File: src/rtl/pc_next_ctrl.sv
// pc_next_ctrl
// Drives the PC register's inputs. It selects the next PC, produces the hold
// signal and the IF/ID flush, and runs the fetch-control FSM that handles
// free run, debug single-step and HALT. It also keeps a saturating count of
// the cycles in which the PC advanced.
// All state updates happen on the falling edge of i_clk, the same edge the
// PC register samples on.
//
// Ports:
//   i_clk            clock (state updates on falling edge)
//   i_rst            asynchronous active-low reset
//   i_pc             current PC value
//   i_branch_taken   taken branch resolved this cycle
//   i_branch_target  branch target address
//   i_jump           jump decoded this cycle
//   i_jump_target    jump target address
//   i_hazard_stall   load-use stall request
//   i_halt_instr     fetched instruction is HALT
//   i_debug_mode     1 = single-step mode, 0 = free run
//   i_step           step request from the debug unit
//   o_next_pc        value to load into the PC
//   o_pc_enable      1 = hold PC, 0 = load o_next_pc
//   o_flush_if       squash the IF/ID instruction
//   o_halted         processor halted (registered)
//   o_cycle_count    number of cycles the PC advanced (saturating)
module pc_next_ctrl #(
    parameter int LEN     = 32,
    parameter int CNT_LEN = 32,
    parameter int PC_INC  = 4
) (
    input  logic               i_clk,
    input  logic               i_rst,
    input  logic [LEN-1:0]     i_pc,
    input  logic               i_branch_taken,
    input  logic [LEN-1:0]     i_branch_target,
    input  logic               i_jump,
    input  logic [LEN-1:0]     i_jump_target,
    input  logic               i_hazard_stall,
    input  logic               i_halt_instr,
    input  logic               i_debug_mode,
    input  logic               i_step,
    output logic [LEN-1:0]     o_next_pc,
    output logic               o_pc_enable,
    output logic               o_flush_if,
    output logic               o_halted,
    output logic [CNT_LEN-1:0] o_cycle_count
);

    typedef enum logic [1:0] {
        RUN       = 2'd0,
        STEP_WAIT = 2'd1,
        STEP_EXEC = 2'd2,
        HALTED    = 2'd3
    } state_t;

    localparam logic [LEN-1:0]     PC_INC_W  = LEN'(PC_INC);
    localparam logic [CNT_LEN-1:0] CNT_MAX   = {CNT_LEN{1'b1}};
    localparam logic [CNT_LEN-1:0] CNT_ONE   = CNT_LEN'(1);

    state_t             state_reg;
    state_t             state_next;
    logic [CNT_LEN-1:0] count_reg;
    logic               redirect;
    logic               advance;
    logic               halt_take;

    // Branch resolves in an older instruction than the jump, so it wins.
    always_comb begin
        if (i_branch_taken) begin
            o_next_pc = i_branch_target;
        end else if (i_jump) begin
            o_next_pc = i_jump_target;
        end else begin
            o_next_pc = i_pc + PC_INC_W;   // wraps modulo 2^LEN
        end
    end

    assign redirect = i_branch_taken | i_jump;

    // A redirect overrides a hazard stall: the branch/jump comes from the
    // older instruction, so the stalled younger one is being squashed anyway.
    always_comb begin
        advance = 1'b0;
        if ((state_reg == RUN) || (state_reg == STEP_EXEC)) begin
            advance = !i_hazard_stall | redirect;
        end
    end

    // A HALT fetched on a wrong path (coinciding with a redirect) is ignored.
    assign halt_take = advance & i_halt_instr & !redirect;

    always_comb begin
        state_next = state_reg;
        unique case (state_reg)
            RUN: begin
                if (halt_take) begin
                    state_next = HALTED;
                end else if (i_debug_mode) begin
                    state_next = STEP_WAIT;
                end
            end
            STEP_WAIT: begin
                if (!i_debug_mode) begin
                    state_next = RUN;
                end else if (i_step) begin
                    state_next = STEP_EXEC;
                end
            end
            STEP_EXEC: begin
                // A stalled step stays here so it is not lost.
                if (halt_take) begin
                    state_next = HALTED;
                end else if (advance) begin
                    state_next = STEP_WAIT;
                end
            end
            HALTED: begin
                state_next = HALTED;
            end
            default: begin
                state_next = RUN;
            end
        endcase
    end

    always_ff @(negedge i_clk or negedge i_rst) begin
        if (!i_rst) begin
            state_reg <= RUN;
            count_reg <= '0;
        end else begin
            state_reg <= state_next;
            if (advance && (count_reg != CNT_MAX)) begin
                count_reg <= count_reg + CNT_ONE;
            end
        end
    end

    assign o_pc_enable   = !advance;
    assign o_flush_if    = redirect & advance;
    assign o_halted      = (state_reg == HALTED);
    assign o_cycle_count = count_reg;

endmodule
File: config.mk
export PLATFORM = sky130hd
export DESIGN_NAME = pc_next_ctrl
export DESIGN_NICKNAME = d
export VERILOG_FILES = /design/src/rtl/pc_next_ctrl.sv
export SDC_FILE = /design/constraint.sdc
export NUM_CORES = 1
export LEC_CHECK = 0
export CORE_ASPECT_RATIO = 0.75
export CORE_MARGIN = 2
export CORE_UTILIZATION = 39
export CTS_BUF_LIST = sky130_fd_sc_hd__clkbuf_2
export DETAILED_ROUTE_END_ITERATION = 8
export HOLD_SLACK_MARGIN = 0.08
export PLACE_DENSITY = 0.83
export SETUP_SLACK_MARGIN = 0.02
export SLEW_MARGIN = 40
export SYNTH_ARGS = -nofsm -noshare
export SYNTH_HDL_FRONTEND = slang
export SYNTH_SLANG_ARGS = --single-unit
export TNS_END_PERCENT = 50
File: constraint.sdc
create_clock -name i_clk -period 3.1 [get_ports i_clk]
set_clock_uncertainty 0.2 [all_clocks]
set_input_delay 0.62 -clock i_clk [delete_from_list [all_inputs] [get_ports i_clk]]
set_output_delay 0.62 -clock i_clk [all_outputs]
set_load 0.02 [all_outputs]
==> impl_metrics.csv, run 1 <==
group,metric,value,unit
synthesis,yosysWarnings,0,
route,via_per_inst,6.02,
layout,synthToLayoutAreaGrowth,110,%
synthesis,synth_cells,336,
hold_path,min_from,"o_cycle_count[30]$_DFFE_NN0P_",
run,maxCapViolations,0,
grt,grt_pass1_wl,21300,microns
synthesis,synth_top_area_share,29.8,%
synthesis,synth_commonest_cells,"35 x nand2_1, 35 x xor2_1, 34 x dfrtn_1, 26 x o21ai_0, 21 x nand3_1",
timing,slew_viol_final,0,
placement,io_buffers,170,
run_status,outcome,"finished, violations left",
clock_tree,holdBufCountCts,0,
timing,rsz0062_at_grt,"true",
setup_path,r2r-start,"o_cycle_count[1]$_DFFE_NN0P_",
clock_tree,cts_tree,"yes",
grt,grt_max_degree,39,
synthesis,syn_nets,442,
route,dr.pass1.iters,7,
synthesis,ys_async_sr_fraction,100,%
setup_path,critPathMaxFanout,4,
setup_path,path_class,"register to primary output",
power_and_ir_drop,design_power_total,2.17,mW
power_and_ir_drop,power_per_cell_area,362,mW/mm^2
setup_path,critPathRequiredTime,2280,ps
grt,overflow,0,
setup_path,cpMaxStageDelayCell,"dfrtn_1",
placement,gp_congestion,0.902,
synthesis,synth-simple-area-share,31.6,%
floorplanning,start_util,41.0,%
route,drc_errors,0,
timing,max_slew.worst_pin.slew,836,ps
clock_tree,numCtsBuffers,5,
clock_tree,clock-sinks,34,
synthesis,synth_top_area_cell,"dfrtn_1",
timing,hold_violations,0,
layout,nNetsFinal,731,
timing,timing.hold.ws,385,ps
synthesis,syn_area,0.00286,sq mm
floorplanning,io_pins,171,
setup_path,worstPathArrival,2770,ps
timing,tns,-15790,ps
route,drt_iter0_drc,423,
synthesis,synth-main-ff-cell,"dfrtn_1",
timing,setup_viol,72,
synthesis,ys_seq_area_share,29.8,%
layout,largest_register_ffs,32,
synthesis,synth_cell_type_count,47,
timing,worst_slack,-487,ps
floorplanning,core.rowCount,26,
route,routed_wl,15600,microns
layout,drive_gt1_share,41.9,%
clock_tree,clock_latency,340,ps
synthesis,synth_compound_area_share,15.8,%
placement,dpl_cell_area,0.00535,sq mm
grt,grt_pass1_vias,4296,
layout,postLayoutCellArea,0.00600,sq mm
synthesis,synthTopCellsByArea,"dfrtn_1 30%, xor2_1 11%, xnor2_1 4.9%, nand2_1 4.6%, o21ai_0 4.6%",
synthesis,synth_enable_flop_cells,0,
route,dr_total_vias,4363,
hold_path,hold_path.class,"register to register",
synthesis,yosys_register_bits,34,
power_and_ir_drop,p_leak,2.69,nW
setup_path,startpoint_type,"register",
clock_tree,root_buffer,"clkbuf_2",
route,detail_route.wl_per_cell,21.5,microns
clock_tree,clk_pin_slew,130,ps
floorplanning,core,0.00696,sq mm
synthesis,synthMuxAreaShare,4.77,%
run_status,violations,"negative setup slack",
setup_path,slowest_delay,550,ps
floorplanning,fp.dieW,103,microns
power_and_ir_drop,peakVddDrop,221,uV
synthesis,synth_top_family_by_area,"simple AND/OR/NAND/NOR gates",
setup_path,crit_chain,"buf_6, nor2_4, buf_6",
timing,max_slew_margin,43.8,%
synthesis,synthAdderAreaFrac,0.876,%
synthesis,syn_avg_cell_area,8.51,sq um
placement,hpwl,9480,microns
route,antenna_left,0,
setup_path,end_kind,"primary output",
floorplanning,die_y,78.1,microns
synthesis,synth-xor-area-share,15.6,%
clock_tree,clock_path_buffers,2,
grt,antenna_found_initial,0,
setup_path,crit_path_frequent_cell,"buf_6",
grt,grt.total_usage,33.8,%
floorplanning,die_area,0.00804,sq mm
clock_tree,cts_max_level,2,
setup_path,cp-startpoint,"state_reg[0]$_DFFE_NN0P_",
-- final cells by class --
class                           instances  area, sq um
Clock inverter                          3         63.8
Clock buffer                            5         25.0
Sequential cell                        34          851
Fill cell                             350          963
Antenna cell                            1         2.50
Tap cell                               98          123
Inverter                                3         11.3
Multi-Input combinational cell        290         2320
Timing Repair Buffer                  291         2600
-- final timing paths --
path                                                 end  slack (ps)  cells past startpoint
min in group asynchronous  o_cycle_count[16]$_DFFE_NN0P_        1850                      2
max reg2reg                 o_cycle_count[4]$_DFFE_NN0P_         -70                      8
max                                           o_flush_if        -490                      3
max in group asynchronous   o_cycle_count[1]$_DFFE_NN0P_         620                      2
min reg2reg                o_cycle_count[30]$_DFFE_NN0P_         390                      2
min                        o_cycle_count[30]$_DFFE_NN0P_         390                      2
-- through the flow --
step,setup slack [ps],util (%),instances
finish,-487,86.2,725
global route,-520,86.1,724
CTS,-437,83.7,713
detailed placement,-1020,76.8,678
global placement,-981,76.8,678
floorplan,-428,-,336
-- report_power, final --
part	switching [mW]	leakage [nW]	internal (mW)	total [mW]
clock network	0.169	0.0506	0.215	0.383
logic	0.597	2.19	0.609	1.21
registers	0.0684	0.448	0.514	0.582
total	0.834	2.69	1.34	2.17
-- cell usage in the layout (no fill, tap or decap), types with 12 or more instances in the layout --
| cell type | instances |
|---|---|
| xnor2_1 | 15 |
| buf_4 | 112 |
| dlygate4sd2_1 | 20 |
| xor2_1 | 34 |
| buf_6 | 49 |
| a22oi_1 | 14 |
| clkbuf_2 | 15 |
| nor2_1 | 12 |
| clkdlybuf4s50_1 | 80 |
| nand3_1 | 16 |
| nand4_1 | 19 |
| dfrtn_1 | 34 |
| o21ai_0 | 20 |
| nand2_1 | 30 |
-- layer usage --
metal / share of wire (%) / wire length [microns] / track usage [%] / vias up
met5: 0 / 0 / 0 / -
met4: 6.4 / 993 / 16.6 / 0
met3: 10 / 1600 / 8.82 / 105
met2: 49 / 7670 / 60.1 / 382
met1: 34 / 5310 / 37.1 / 2031
li1: - / - / - / 1845
-- cell families (layout without fill, tap and decap cells) --
family / after synthesis / in the layout
multiplexers: 13 / 13
buffers and inverters: 12 / 302
AO/OA/AOI/OAI: 71 / 71
adder cells (fa/ha/maj): 2 / 2
AND/OR/NAND/NOR: 153 / 153
XOR/XNOR: 51 / 51
flip-flops: 34 / 34
other: 0 / 1
-- critical path: cells and delay by family (launching register included) --
family	cells	cell delay, ps
AND/OR/NAND/NOR	1	30
buffers and inverters	2	300
flip-flops	1	550
-- timing repair --
item	CTS	global route
setup endpoints to repair	101	94
pin swaps	28	25
cloned	0	0
gates resized for setup	381	74
buffers inserted	27	12
No activity file was read; power rests on OpenSTA's default activity.
==> run 2, diff against run 1 <==
--- a/config.mk
+++ b/config.mk
@@ -9,6 +9,7 @@
 export CORE_MARGIN = 2
 export CORE_UTILIZATION = 39
 export CTS_BUF_LIST = sky130_fd_sc_hd__clkbuf_2
+export CTS_CLUSTER_SIZE = 30
 export DETAILED_ROUTE_END_ITERATION = 8
 export HOLD_SLACK_MARGIN = 0.08
 export PLACE_DENSITY = 0.83
==> results of run 2 <==
Same layout as run 1: the final DEF is identical, and so are final timing and power.
==> run 3, diff against run 2 <==
--- a/config.mk
+++ b/config.mk
@@ -11,7 +11,7 @@
 export CTS_BUF_LIST = sky130_fd_sc_hd__clkbuf_2
 export CTS_CLUSTER_SIZE = 30
 export DETAILED_ROUTE_END_ITERATION = 8
-export HOLD_SLACK_MARGIN = 0.08
+export HOLD_SLACK_MARGIN = 0.12
 export PLACE_DENSITY = 0.83
 export SETUP_SLACK_MARGIN = 0.02
 export SLEW_MARGIN = 40
==> results of run 3 <==
Same layout as run 1: the final DEF is identical, and so are final timing and power.
